[config.mk]
export PLATFORM = sky130hd
export DESIGN_NAME = ask_mod_gen
export DESIGN_NICKNAME = d
export VERILOG_FILES = /design/src/rtl/ask_mod_gen.sv
export SDC_FILE = /design/constraint.sdc
export NUM_CORES = 1
export LEC_CHECK = 0
export ABC_AREA = 1
export CAP_MARGIN = 20
export CORE_ASPECT_RATIO = 0.75
export CORE_MARGIN = 1.5
export CORE_UTILIZATION = 46
export CTS_CLUSTER_SIZE = 25
export DETAILED_ROUTE_END_ITERATION = 8
export PLACE_DENSITY_LB_ADDON = 0.2
export SLEW_MARGIN = 5
export SYNTH_ARGS = -nofsm -noshare
export SYNTH_HDL_FRONTEND = slang
export SYNTH_SLANG_ARGS = --single-unit
[constraint.sdc]
create_clock -name clk -period 4.44 [get_ports clk]
set_input_delay 0.888 -clock clk [delete_from_list [all_inputs] [get_ports clk]]
set_output_delay 0.888 -clock clk [all_outputs]
set_load 0.01 [all_outputs]
[src/rtl/ask_mod_gen.sv]
`default_nettype none
// ============================================================================
// Module   : ask_mod_gen
// Purpose  : OOK / 2-ASK modulator, DDS carrier gated by a baud-rate serializer.
// Revision : 1.0
// ============================================================================
module ask_mod_gen #(
  parameter int DATA_W   = 8,
  parameter int PHASE_W  = 29,
  parameter int LUT_AW   = 8,
  parameter int SYM_BITS = 8,
  parameter int DIV_W    = 16,
  parameter int ATTEN_SH = 2
) (
  input  logic                clk,
  input  logic                rst,
  input  logic [PHASE_W-1:0]  fcw,
  input  logic [DIV_W-1:0]    baud_div,
  input  logic                mode,
  input  logic [SYM_BITS-1:0] din,
  input  logic                din_valid,
  output logic                din_ready,
  output logic                busy,
  output logic                bit_out,
  output logic [DATA_W-1:0]   mod_out
);

  localparam int QAW = LUT_AW - 2;
  localparam int QN  = 2 ** QAW;
  localparam int BCW = (SYM_BITS > 1) ? $clog2(SYM_BITS) : 1;
  localparam logic [DATA_W-1:0] MID = {1'b1, {(DATA_W-1){1'b0}}};

  // Elaboration-time sine, Q30 fixed-point Taylor series over the first quadrant.
  function automatic longint sine_entry(input int k);
    longint x, x2, term, acc;
    x    = (64'sd6746518852 * longint'(k)) / longint'(2 ** LUT_AW);
    x2   = (x * x) >>> 30;
    term = x;
    acc  = x;
    for (int n = 1; n <= 7; n++) begin
      term = -(((term * x2) >>> 30) / longint'((2 * n) * (2 * n + 1)));
      acc  = acc + term;
    end
    return (acc * longint'(2 ** (DATA_W - 1) - 1) + 64'sd536870912) >>> 30;
  endfunction

  logic [DATA_W-2:0] rom [QN];
  for (genvar k = 0; k < QN; k++) begin : g_rom
    localparam longint V = sine_entry(k);
    assign rom[k] = V[DATA_W-2:0];
  end

  typedef enum logic [0:0] {IDLE = 1'b0, SEND = 1'b1} state_t;

  state_t                    state_q, state_d;
  logic [PHASE_W-1:0]        phase_q, phase_d;
  logic signed [DATA_W-1:0]  sine_q, sine_d;
  logic [SYM_BITS-1:0]       shreg_q, shreg_d;
  logic [DIV_W-1:0]          cnt_q, cnt_d, div_q, div_d;
  logic [BCW-1:0]            bitcnt_q, bitcnt_d;
  logic                      mode_q, mode_d;
  logic                      ready_q, ready_d, busy_q, busy_d;
  logic                      act_p1_q, act_p1_d, bit_p1_q, bit_p1_d, mode_p1_q, mode_p1_d;
  logic                      bit_out_q, bit_out_d;
  logic [DATA_W-1:0]         mod_out_q, mod_out_d;

  logic [LUT_AW-1:0]         addr;
  logic [QAW-1:0]            rom_idx;
  logic [DATA_W-1:0]         mag_ext;
  logic signed [DATA_W-1:0]  sine_sh;
  logic                      take;

  assign addr    = phase_q[PHASE_W-1 -: LUT_AW];
  assign rom_idx = addr[QAW] ? ~addr[QAW-1:0] : addr[QAW-1:0];
  assign mag_ext = {1'b0, rom[rom_idx]};
  assign sine_sh = sine_q >>> ATTEN_SH;
  assign take    = din_valid && ready_q;

  always_comb begin
    phase_d   = phase_q + fcw;
    sine_d    = addr[LUT_AW-1] ? -mag_ext : mag_ext;

    state_d   = state_q;
    shreg_d   = shreg_q;
    cnt_d     = cnt_q;
    div_d     = div_q;
    bitcnt_d  = bitcnt_q;
    mode_d    = mode_q;

    if (state_q == SEND) begin
      if (cnt_q == div_q - 1'b1) begin
        cnt_d   = '0;
        shreg_d = shreg_q << 1;
        if (bitcnt_q == '0) state_d  = IDLE;
        else                bitcnt_d = bitcnt_q - 1'b1;
      end else begin
        cnt_d = cnt_q + 1'b1;
      end
    end

    // ready is only ever high in IDLE or the last cycle of a word, so a
    // handshake here is either a fresh start or a gapless follow-on word.
    if (take) begin
      state_d  = SEND;
      shreg_d  = din;
      mode_d   = mode;
      div_d    = (baud_div == '0) ? DIV_W'(1) : baud_div;
      bitcnt_d = BCW'(SYM_BITS - 1);
      cnt_d    = '0;
    end

    busy_d  = (state_d == SEND);
    ready_d = (state_d == IDLE) || ((cnt_d == div_d - 1'b1) && (bitcnt_d == '0));

    // Gating travels one stage here and one in the output register, matching
    // the phase -> ROM -> mux latency of the carrier.
    act_p1_d  = (state_q == SEND);
    bit_p1_d  = (state_q == SEND) && shreg_q[SYM_BITS-1];
    mode_p1_d = mode_q;
    bit_out_d = bit_p1_q;

    if (!act_p1_q)      mod_out_d = MID;
    else if (bit_p1_q)  mod_out_d = MID + sine_q;
    else if (!mode_p1_q) mod_out_d = MID;
    else                mod_out_d = MID + sine_sh;
  end

  always_ff @(posedge clk or posedge rst) begin
    if (rst) begin
      phase_q   <= '0;
      sine_q    <= '0;
      state_q   <= IDLE;
      shreg_q   <= '0;
      cnt_q     <= '0;
      div_q     <= DIV_W'(1);
      bitcnt_q  <= '0;
      mode_q    <= 1'b0;
      ready_q   <= 1'b0;
      busy_q    <= 1'b0;
      act_p1_q  <= 1'b0;
      bit_p1_q  <= 1'b0;
      mode_p1_q <= 1'b0;
      bit_out_q <= 1'b0;
      mod_out_q <= MID;
    end else begin
      phase_q   <= phase_d;
      sine_q    <= sine_d;
      state_q   <= state_d;
      shreg_q   <= shreg_d;
      cnt_q     <= cnt_d;
      div_q     <= div_d;
      bitcnt_q  <= bitcnt_d;
      mode_q    <= mode_d;
      ready_q   <= ready_d;
      busy_q    <= busy_d;
      act_p1_q  <= act_p1_d;
      bit_p1_q  <= bit_p1_d;
      mode_p1_q <= mode_p1_d;
      bit_out_q <= bit_out_d;
      mod_out_q <= mod_out_d;
    end
  end

  assign din_ready = ready_q;
  assign busy      = busy_q;
  assign bit_out   = bit_out_q;
  assign mod_out   = mod_out_q;

endmodule
`default_nettype wire

* After elaboration in Yosys (flattened, before gate mapping)
Memory sizes are Yosys's and may differ from the RTL's. Index checks and enable logic that the tools add are counted.
Operators by class: order comparisons 1, reduce and logical (&&, ||, !) cells 10, multiply operators 0, equal/unequal tests 2, shift-type cells 0, bitwise logic cells 3, multiplexer cells 23, add/subtract/negate cells 8, divide/modulo/power cells 0
Operators with widths (number):
- $mux 16 | 5
- $mux 8 | 7
- $eq 16x16->1 | 2
- $sub 16x1->16 const B | 2
- $add 29x29->29 | 1
- $add 16x1->16 const B | 1
- $add 8x8->8 const A | 2
- $logic_not 16->1 | 1
- $mux 7 | 2
- $mux 3 | 4
- $neg 7->8 | 1
- $ge 7x7->1 const B | 1
- $not 6->7 | 1
- $logic_not 3->1 | 2
- $mux 6 | 1
- $not 6->6 | 1
- $mux 1 | 4
- $reduce_bool 2->1 | 2
- $logic_and 1x1->1 | 3
- $sub 3x1->3 const B | 1
- $reduce_and 2->1 | 1
- $logic_or 1x1->1 | 1
- $not 1->1 | 1
Storage, ports and cells: memories 1, logic and storage cells 62, bits in read-only memories 448, flip-flop bits (word level) 95, bits in writable memories 0, input port bits 57, bits in latches 0
Memory list:
- (name not given) | words 64, bits a word 7, rd ports 1, clocked after memory_dff 0, wr ports 0, RTL line 75 | assign mag_ext = {1'b0, rom[rom_idx]};

* Logic depth before layout (Yosys ltp)
Gate-level depths: netlist (run 1).
depth after elaboration 8, depth in mapped cells 21, depth with buffers taken out 21

* Worst setup path after synthesis (run 1)
No wires, ideal clock.
path kind input -> register, start point input din_valid, end point register ready_q (netlist: din_ready), arrival time 3.053 ns, buffers on the path 2, setup time 0.066 ns, setup slack 1.321 ns, cell stages on the path 20, required time 4.374 ns, cell sequence nand2_2 > buf_2 > buf_2 > nand2_1 > nand2_1 > ha_1 > inv_1 > nor3_2 > nand2_1 > nor2_1 > nand2_1 > xor2_1 > inv_1 > nand2_1 > nand2_1 > nor2_1 > nand2_1 > nor2_1 > nand3_1 > nand2_1
On the way: cells in the longest elaborated chain, start to end 6, elaborated cells between the ends (all ways) 11
Ends and longest elaborated chain:
- start, declared | RTL line 21 | input logic din_valid,
- $logic_and 1x1->1 * | RTL line 77 | assign take = din_valid && ready_q;
- $mux 16 | RTL line 103 | if (take) begin
- $sub 16x1->16 | RTL line 113 | ready_d = (state_d == IDLE) || ((cnt_d == div_d - 1'b1) && (bitcnt_d == '0));
- $eq 16x16->1 | RTL line 113
- $logic_and 1x1->1 | RTL line 113
- $logic_or 1x1->1 * | RTL line 113
- via ready_d | RTL line 62 | logic ready_q, ready_d, busy_q, busy_d;
- end signal, assigned | RTL line 154 | ready_q <= ready_d;
- end, declared | RTL line 62
The timed path passes the listed nets; every way through them passes the cells marked *. A chain may end at the register's enable or synchronous reset.

* Worst setup path in the final report (run 1)
start point input fcw[0], end point register phase_q[24]
On the way: cells in the longest elaborated chain, start to end 1
Ends and longest elaborated chain:
- start, declared | RTL line 17 | input logic [PHASE_W-1:0] fcw,
- $add 29x29->29 | RTL line 80 | phase_d = phase_q + fcw;
- via phase_d[24] | RTL line 56 | logic [PHASE_W-1:0] phase_q, phase_d;
- end signal, assigned | RTL line 146 | phase_q <= phase_d;
- end, declared | RTL line 56
The timed path passes the listed nets, and every way through them passes these cells.

==> results of run 1 <==
power breakdown:
group          switching (W)  internal, W
Clock               0.000356     0.000415
Combinational        0.00153     0.000936
Sequential          0.000109      0.00108
Total                0.00199      0.00243
worst max-delay path, cell delays in order:
cell and delay [ns]:
clkdlybuf4s50_1 0.47, ha_1 0.19, inv_1 0.06, fa_1 0.42, o21ai_1 0.26, nand2_1 0.08, nand3b_1 0.14, nand2_1 0.07
nand2_1 0.13, a21oi_1 0.15, o21ai_1 0.25, nand2_1 0.08, nand2_1 0.11, nand2_1 0.06, nand2_1 0.09, inv_1 0.05
o21bai_1 0.15, xor2_1 0.15
how the worst min path moves through the flow:
| stage | start | end | slack [ns] |
|---|---|---|---|
| floorplan | bit_out_d$_DFF_PP0_ | bit_out$_DFF_PP0_ | 0.35 |
| global placement | mode_p1_d$_DFFE_PP0P_ | mode_p1_q$_DFF_PP0_ | 0.38 |
| detailed placement | mode_p1_d$_DFFE_PP0P_ | mode_p1_q$_DFF_PP0_ | 0.38 |
| CTS | mode_p1_d$_DFFE_PP0P_ | mode_p1_q$_DFF_PP0_ | 0.40 |
| global route | mode_p1_d$_DFFE_PP0P_ | mode_p1_q$_DFF_PP0_ | 0.41 |
| finish | mode_p1_d$_DFFE_PP0P_ | mode_p1_q$_DFF_PP0_ | 0.40 |
cells in the mapped netlist (4+ instances only):
master	instances	area, µm²
a21oi_1	41	205
a31oi_1	7	43.8
buf_2	8	40.0
clkbuf_1	4	15.0
dfrtp_1	93	2330
ha_1	39	488
inv_1	150	563
inv_2	6	22.5
nand2_1	270	1010
nand2_2	4	25.0
nand3_1	53	265
nand3_2	5	50.1
nand3b_1	7	52.6
nand4_1	19	119
nor2_1	106	398
nor2_2	8	50.1
nor2_4	7	78.8
nor3_1	5	25.0
o211ai_1	7	52.6
o21ai_0	24	120
o21ai_1	15	75.1
or2_2	4	25.0
xnor2_1	20	175
xor2_1	52	455
layout make-up:
type	instances	area, µm²	area share (%)
well taps	205	256	3.08
repair buffers	72	708	8.49
flip-flops and latches	95	2380	28.5
clock inverters	5	38.8	0.465
multi-input cells	732	4110	49.3
inverters	158	596	7.14
clock buffers	11	253	3.03
through the flow:
step	total power [W]	hold WS (ns)	cells
final	0.00442	0.402	1278
after global routing	0.00485	0.414	1278
after CTS	0.00443	0.401	1278
after detailed placement	0.00363	0.384	1262
after global placement	0.00361	0.376	1262
after floorplan	0.00315	0.352	1004
layer usage:
metal  track usage (%)  vias up  routed length [µm]
met5                 0        -                   0
met4              4.60        0                 138
met3              5.02       12                1330
met2              31.6      195                7030
met1              35.6     2891                9180
li1                  -     3312                   -
cells by family (layout without fill, tap and decap cells):
| logic type | count (synthesis) | count (layout) | synth area share [%] |
|---|---|---|---|
| AND/OR/NAND/NOR | 498 | 498 | 30.7 |
| buffers and inverters | 177 | 246 | 9.84 |
| AO/OA/AOI/OAI | 118 | 118 | 9.55 |
| flip-flops | 95 | 95 | 33.1 |
| XOR/XNOR | 76 | 76 | 9.82 |
| adder cells (fa/ha/maj) | 40 | 40 | 7.06 |
sequential cells by signal (all words and copies together) (netlist names), 3 cells and up:
register / count
div_q: 16
cnt_q: 16
phase_q: 29
sine_q: 8
shreg_q: 8
bitcnt_q: 3
mod_out: 8
==> results.json, run 1 <==
{
  "startpoint_type": "primary input",
  "power_density_mw_per_mm2": 530,
  "start_util_pct": 47.1,
  "grt_setup_unrepaired": "false",
  "overflow": 0,
  "p_leak_nw": 4.40,
  "fin_util_pct": 54.6,
  "avgRoutedWirePerCell_um": 13.8,
  "hold_depth": 0,
  "grt_pass1_vias": 5831,
  "slew_violations": 0,
  "grtUsageTotal_pct": 22.7,
  "synthCells": 1004,
  "layout_setup_ws_ns": 0.905,
  "setup_tns_ns": 0,
  "final_cell_mix": "nand2_1 (270), inv_1 (149), nor2_1 (106)",
  "slew_headroom_pct": 58.0,
  "arrival_ns": 3.81,
  "avgSynthCellArea_um2": 7.17,
  "cap_viol_max_count": 0,
  "first_pass_iters": 5,
  "worstPathRequired_ns": 4.72,
  "fp.dieArea_mm2": 0.0164,
  "r2r_setup_slack_ns": 1.17,
  "cts_sinks": 95,
  "drc": 0,
  "cts-root-buf": "clkbuf_16",
  "period_needed_ns": 3.54,
  "setup_viol": 0,
  "post_cts_resized": 0,
  "ios": 68,
  "portBuffers": 67,
  "worst_pin_slew_ns": 0.623,
  "outcome": "complete, no violations",
  "area_growth_pct": 15.9,
  "cts_tree": "yes",
  "place_congestion": 0.909,
  "cts_setup_buffers": 0,
  "hpwl_mm": 13.9,
  "crit_fanout": 3,
  "holdBufCountCts": 0,
  "die_w_um": 147,
  "placed_area_mm2": 0.00805,
  "period_share_pct": 79.6,
  "ys.flop_type": "dfrtp_1",
  "yosys_warnings": 0,
  "antenna_found_initial": 0,
  "fin_area_mm2": 0.00834,
  "rows": 39,
  "reg2reg_to": "sine_q[6]$_DFF_PP0_",
  "drive_above_1_share_pct": 6.62,
  "viasPerCell": 5.02,
  "yosysSeqAreaShare_pct": 33.1,
  "clk_pin_slew_ns": 0.07,
  "grt_pass1_wl_mm": 29.3,
  "htree_levels": 3,
  "diodes": 0,
  "r2r-start": "phase_q[27]$_DFF_PP0_",
  "clockBufferDepth": 2,
  "nets": 1165,
  "wl_mm": 17.7,
  "vias": 6410,
  "drt_iter0_drc": 521,
  "hold_class": "flop to flop",
  "final_common_cell": "nand2_1",
  "fillers": 1464,
  "coreArea_mm2": 0.0153,
  "cts_made_buffers": 9,
  "r2r_cells": 14,
  "synth-edff-count": 0,
  "endpoint": "phase_q[24]$_DFF_PP0_",
  "worstSetupPathType": "primary input to flop",
  "ant_nets": 0,
  "place_ws_ns": 0.586,
  "end_kind": "flop",
  "finalHoldViolations": 0,
  "ys_types": 53,
  "syn_nets": 1101,
  "dieHeight_um": 111,
  "grt_max_degree": 48,
  "crit_path_start": "fcw[0]",
  "clock_latency_ns": 0.36,
  "skew_ns": 0.0135,
  "fmax_mhz": 283,
  "syn_area_mm2": 0.00720,
  "synth-seq-cells": 95,
  "async_flop_share_pct": 100,
  "vdd_drop_max_mv": 0.314
}
No activity file was read; power rests on OpenSTA's default activity.
==> inputs of run 2 (changes only) <==
==> constraint.sdc (replaced) <==
create_clock -name clk -period 3.4 [get_ports clk]
set_input_delay 0.68 -clock clk [delete_from_list [all_inputs] [get_ports clk]]
set_output_delay 0.68 -clock clk [all_outputs]
set_load 0.01 [all_outputs]
==> run 2 against run 1 <==
  * Sequential power increased by 30%
  * Sequential share of layout area decreased by 0.51 points
  * Cell count increased by 1.2%
  * First-iteration DRC count decreased by 8.4%
==> results.json, run 2 (synthesized netlist as in run 1, its figures left out) <==
{
  "overflow": 0,
  "final_cell_mix": "nand2_1 (270), inv_1 (149), nor2_1 (105)",
  "hpwl_mm": 14.3,
  "finalHoldViolations": 0,
  "top_regs": "phase_q: 29 flops, cnt_q: 16 flops, div_q: 16 flops",
  "slew_headroom_pct": 63.3,
  "cap_viol_max_count": 0,
  "worstPathRequired_ns": 3.70,
  "period_needed_ns": 3.06,
  "clk_pin_slew_ns": 0.08,
  "diodes": 0,
  "startpoint_type": "primary input",
  "wl_mm": 18.0,
  "grt_max_degree": 46,
  "skew_ns": 0.00986,
  "seqCellArea_mm2": 0.00238,
  "area_growth_pct": 18.0,
  "start_util_pct": 47.1,
  "holdBufCountCts": 0,
  "end_kind": "flop",
  "dieHeight_um": 111,
  "layout_setup_ws_ns": 0.336,
  "first_pass_iters": 6,
  "arrival_ns": 3.37,
  "slew_violations": 0,
  "cpPeakStageDelay_ns": 0.48,
  "grt_setup_unrepaired": "false",
  "cts_tree": "yes",
  "antenna_found_initial": 0,
  "htree_levels": 3,
  "worst_pin_slew_ns": 0.547,
  "vias": 6494,
  "fmax_mhz": 326,
  "drive_above_1_share_pct": 8.00,
  "hold_class": "flop to flop",
  "grtUsageTotal_pct": 23.2,
  "vdd_drop_max_mv": 0.425,
  "multi_input_area_mm2": 0.00411,
  "cts_sinks": 95,
  "cp_num_buf_inv": 3,
  "place_congestion": 0.943,
  "place_ws_ns": -0.0350,
  "fillers": 1454,
  "portBuffers": 67,
  "ios": 68,
  "top_register": "phase_q",
  "clock_latency_ns": 0.36,
  "period_share_pct": 90.1,
  "clockPowerShare_pct": 18.3,
  "drt_iter0_drc": 477,
  "switching_share_pct": 44.7,
  "critPathSlowestCell": "clkdlybuf4s50_1",
  "setup_tns_ns": 0,
  "clockBufferDepth": 2,
  "ant_nets": 0,
  "crit_top_cell": "nand2_1",
  "die_w_um": 147,
  "crit_fanout": 3,
  "setup_viol": 0,
  "cts_setup_buffers": 0,
  "final_common_cell": "nand2_1",
  "drc": 0,
  "coreArea_mm2": 0.0153,
  "largest_reg_flops": 29,
  "viasPerCell": 5.02,
  "grt_pass1_vias": 5936,
  "p_sw_w": 0.00264,
  "p_comb_share_pct": 55.9,
  "p_leak_nw": 4.49,
  "rows": 39,
  "power.internal_w": 0.00326,
  "nets": 1180,
  "cts_made_buffers": 9,
  "worstSetupPathType": "primary input to flop",
  "cp_top_family": "simple AND/OR/NAND/NOR gates",
  "worstPathCellList": "clkdlybuf4s50_1 -> nor2_1 -> nand3_1 -> nor2_1 -> nand2_1 -> nand2_1 -> nand2_1 -> ha_1 -> inv_1 -> nor3_2 -> nand2_1 -> nor2_2 -> nand2_1 -> xor2_1 -> inv_1 -> nand2_1 -> nand2_1 -> nor2_1 -> nand2_1 -> nor2_1 -> nand3_1 -> nand2_1",
  "cts-root-buf": "clkbuf_16",
  "outcome": "complete, no violations",
  "power_density_mw_per_mm2": 695,
  "fp.dieArea_mm2": 0.0164,
  "grt_pass1_wl_mm": 30.1,
  "sequentialPowerShare_pct": 25.9,
  "avgRoutedWirePerCell_um": 13.9
}
## run 2: cell count changes in the layout (fill, tap and decap cells not counted), moves of 2 or more
cell,change
clkbuf_8,-2
buf_4,+13
inv_8,+2
clkinv_4,+2
## run 2: cell type report
cell class | instances | area share [%]
timing repair buffer | 87 | 9.86
inverter | 158 | 7.01
sequential | 95 | 28.0
multi-input combinational | 732 | 48.4
clock inverter | 7 | 1.03
tap | 205 | 3.02
clock buffer | 9 | 2.65
## run 2: per-layer routing
metal | share of wire [%] | GRT usage, % | up-vias | wire (µm)
met2 | 39 | 31.9 | 192 | 7010
met4 | 0.99 | 5.40 | 0 | 178
met5 | 0 | 0 | - | 0
met1 | 54 | 37.0 | 2949 | 9640
met3 | 6.6 | 4.20 | 12 | 1190
li1 | - | - | 3341 | -
## run 2: worst paths after layout
kind	start	endpoint	slack, ns	cells past startpoint
worst max-delay path	baud_div[15]	din_ready$_DFF_PP0_	0.34	22
worst min-delay path	mode_p1_d$_DFFE_PP0P_	mode_p1_q$_DFF_PP0_	0.37	0
worst max register to register	div_q[0]$_DFF_PP1_	din_ready$_DFF_PP0_	0.37	18
worst min register to register	mode_p1_d$_DFFE_PP0P_	mode_p1_q$_DFF_PP0_	0.37	0
max in group asynchronous	rst	div_q[0]$_DFF_PP1_	2.04	3
min in group asynchronous	rst	phase_q[0]$_DFF_PP0_	0.70	2
## run 2: what timing repair did
action,in CTS,in global routing
endpoints found under the setup margin,0,1
hold endpoints to repair,0,0
gates resized for setup,0,2
## run 2: power groups by stage
| stage | clock [W] | sequential [W] | combinational, W |
|---|---|---|---|
| after floorplan | 0 | 0.00151 | 0.00260 |
| after global placement | 0 | 0.00154 | 0.00323 |
| after detailed placement | 0 | 0.00155 | 0.00326 |
| after CTS | 0.00111 | 0.00153 | 0.00328 |
| after global routing | 0.00115 | 0.00156 | 0.00379 |
| final | 0.00108 | 0.00153 | 0.00330 |
## run 2: stage by stage
stage | cells | utilization, % | cell area (µm²) | total power [W] | hold WS (ns)
after floorplan | 1004 | - | 7200 | 0.00411 | 0.352
after global placement | 1277 | 53.5 | 8170 | 0.00478 | 0.360
after detailed placement | 1277 | 53.5 | 8170 | 0.00481 | 0.360
after CTS | 1293 | 55.6 | 8490 | 0.00592 | 0.373
after global routing | 1293 | 55.6 | 8490 | 0.00650 | 0.386
final | 1293 | 55.6 | 8490 | 0.00590 | 0.369
==> inputs of run 3 (changes only) <==
--- a/config.mk
+++ b/config.mk
@@ -12,6 +12,7 @@
 export CORE_UTILIZATION = 46
 export CTS_CLUSTER_SIZE = 25
 export DETAILED_ROUTE_END_ITERATION = 8
+export DONT_BUFFER_PORTS = 1
 export PLACE_DENSITY_LB_ADDON = 0.2
 export SLEW_MARGIN = 5
 export SYNTH_ARGS = -nofsm -noshare
==> run 3 against run 2 <==
  * Clock power down 7%
  * Global-route usage down 1.0 points
  * Via count down 5.0%
  * Die area unchanged
  * Non-clock buffer count down 76
  * Sequential power about the same
  * Sequential share of layout area up 2.8 points
  * Maximum frequency up 3.2%
  * Clock skew down 0.0046 ns
  * Count of clock-buffer cells in the layout unchanged
  * Register-to-register slack better by 0.06 ns
  * Largest cell class unchanged
==> results.json, run 3 (synthesized netlist as in run 1, its figures left out) <==
{
  "outcome": "complete, no violations",
  "p_leak_nw": 4.17,
  "final_cell_mix": "nand2_1 (270), inv_1 (149), nor2_1 (106)",
  "finalHoldViolations": 0,
  "cts_tree": "yes",
  "grt_max_degree": 56,
  "avgRoutedWirePerCell_um": 14.4,
  "period_needed_ns": 2.97,
  "placed_area_mm2": 0.00743,
  "grt_pass1_wl_mm": 28.9,
  "diodes": 0,
  "end_kind": "flop",
  "viasPerCell": 5.07,
  "post-place-cells": 1201,
  "portBuffers": 0,
  "drive_above_1_share_pct": 7.61,
  "setup_tns_ns": 0,
  "worstPathCellList": "inv_1 -> ha_1 -> xor2_1 -> nand3_1 -> nor2_1 -> nand2_1 -> nor2_1 -> nand2_1 -> nor2_4 -> nand3_4 -> buf_4 -> nand4_1 -> nand3_1 -> nor2_1 -> nand2_1 -> nor2_1 -> nand3_1 -> nand2_1",
  "start_util_pct": 47.1,
  "htree_levels": 3,
  "period_share_pct": 87.4,
  "slew_violations": 0,
  "cts-root-buf": "clkbuf_16",
  "hpwl_mm": 13.9,
  "grt_setup_unrepaired": "false",
  "power_density_mw_per_mm2": 734,
  "vdd_drop_max_mv": 0.463,
  "ios": 68,
  "cts_made_buffers": 9,
  "largest_reg_flops": 29,
  "final_common_cell": "nand2_1",
  "arrival_ns": 3.26,
  "setup_viol": 0,
  "die_w_um": 147,
  "area_growth_pct": 7.34,
  "cp_top_family": "simple AND/OR/NAND/NOR gates",
  "drc": 0,
  "fp.dieArea_mm2": 0.0164,
  "cp_num_buf_inv": 2,
  "dieHeight_um": 111,
  "vias": 6168,
  "skew_ns": 0.00528,
  "clockBufferDepth": 2,
  "nets": 1104,
  "holdBufCountCts": 0,
  "startpoint_type": "flop",
  "critPathSlowestCell": "dfstp_2",
  "crit_path_start": "div_q[0]$_DFF_PP1_",
  "fin_area_mm2": 0.00772,
  "rows": 39,
  "clk_pin_slew_ns": 0.07,
  "place_congestion": 0.913,
  "grt_pass1_vias": 5599,
  "hold_class": "primary input to async pin",
  "grtUsageTotal_pct": 22.2,
  "r2r-start": "div_q[0]$_DFF_PP1_",
  "overflow": 0,
  "drt_iter0_drc": 464,
  "fmax_mhz": 337,
  "cap_viol_max_count": 0,
  "fillers": 1508,
  "wl_mm": 17.5,
  "final_cell_count_no_fill": 1217,
  "top_regs": "phase_q: 29 flops, cnt_q: 16 flops, div_q: 16 flops",
  "cts_setup_buffers": 0,
  "worstSetupPathType": "flop to flop",
  "cts_sinks": 95,
  "ant_nets": 0,
  "worst_pin_slew_ns": 0.712,
  "worstPathRequired_ns": 3.69,
  "post_cts_resized": 0,
  "crit_fanout": 25,
  "slew_headroom_pct": 52.5,
  "clock_latency_ns": 0.35,
  "antenna_found_initial": 0,
  "top_register": "phase_q",
  "cpPeakStageDelay_ns": 0.54,
  "first_pass_iters": 5,
  "coreArea_mm2": 0.0153
}
==> run 3: cell types whose count changed in the layout (fill, tap and decap cells not counted), sizes merged <==
cell,change
buf,-9
bufinv,-1
clkdlybuf4s50,-67
clkinv,-1
clkinvlp,+2
==> run 3: worst reg2reg max path, stage by stage (launching register included) <==
cell     delay [ns]
dfstp_2        0.54
inv_1          0.10
ha_1           0.32
xor2_1         0.14
nand3_1        0.10
nor2_1         0.15
nand2_1        0.06
nor2_1         0.10
nand2_1        0.10
nor2_4         0.14
nand3_4        0.29
buf_4          0.29
nand4_1        0.07
nand3_1        0.07
nor2_1         0.12
nand2_1        0.06
nor2_1         0.11
nand3_1        0.08
nand2_1        0.06
==> run 3: power breakdown <==
part,switching [W],internal (W),leakage (nW)
logic,0.00196,0.00118,2.85
registers,0.000124,0.00140,1.18
clock network,0.000492,0.000512,0.136
total,0.00257,0.00309,4.17
==> run 3: area by class of cell <==
class	instances	area, µm²	area share [%]
Clock inverter	7	63.8	0.826
Multi-Input combinational cell	732	4110	53.2
Sequential cell	95	2380	30.8
Inverter	158	596	7.71
Tap cell	205	256	3.32
Timing Repair Buffer	11	95.1	1.23
Clock buffer	9	225	2.92
==> run 3: final timing paths <==
path	to	slack, ns	depth (start not counted)
worst max-delay path	din_ready$_DFF_PP0_	0.43	18
worst min-delay path	phase_q[0]$_DFF_PP0_	0.31	1
worst max register to register	din_ready$_DFF_PP0_	0.43	18
worst min register to register	mode_p1_q$_DFF_PP0_	0.38	0
max in group asynchronous	div_q[0]$_DFF_PP1_	2.36	2
min in group clk	mode_p1_q$_DFF_PP0_	0.38	0
==> run 3: layer usage <==
layer | share of wire (%) | vias up | global-route usage (%)
li1 | - | 3190 | -
met1 | 54 | 2799 | 35.4
met2 | 39 | 168 | 30.1
met3 | 7.1 | 11 | 5.27
met4 | 0.80 | 0 | 4.13
met5 | 0 | - | 0
==> run 3: through the flow <==
step                      hold WS [ns]  power (W)  worst slack (ns)  utilization (%)
final                            0.314    0.00567             0.430             50.6
after global routing             0.389    0.00622             0.120             50.6
after CTS                        0.350    0.00568             0.442             50.6
after detailed placement         0.363    0.00466             0.391             48.7
after global placement           0.361    0.00465             0.452             48.7
after floorplan                  0.352    0.00411             0.246                -
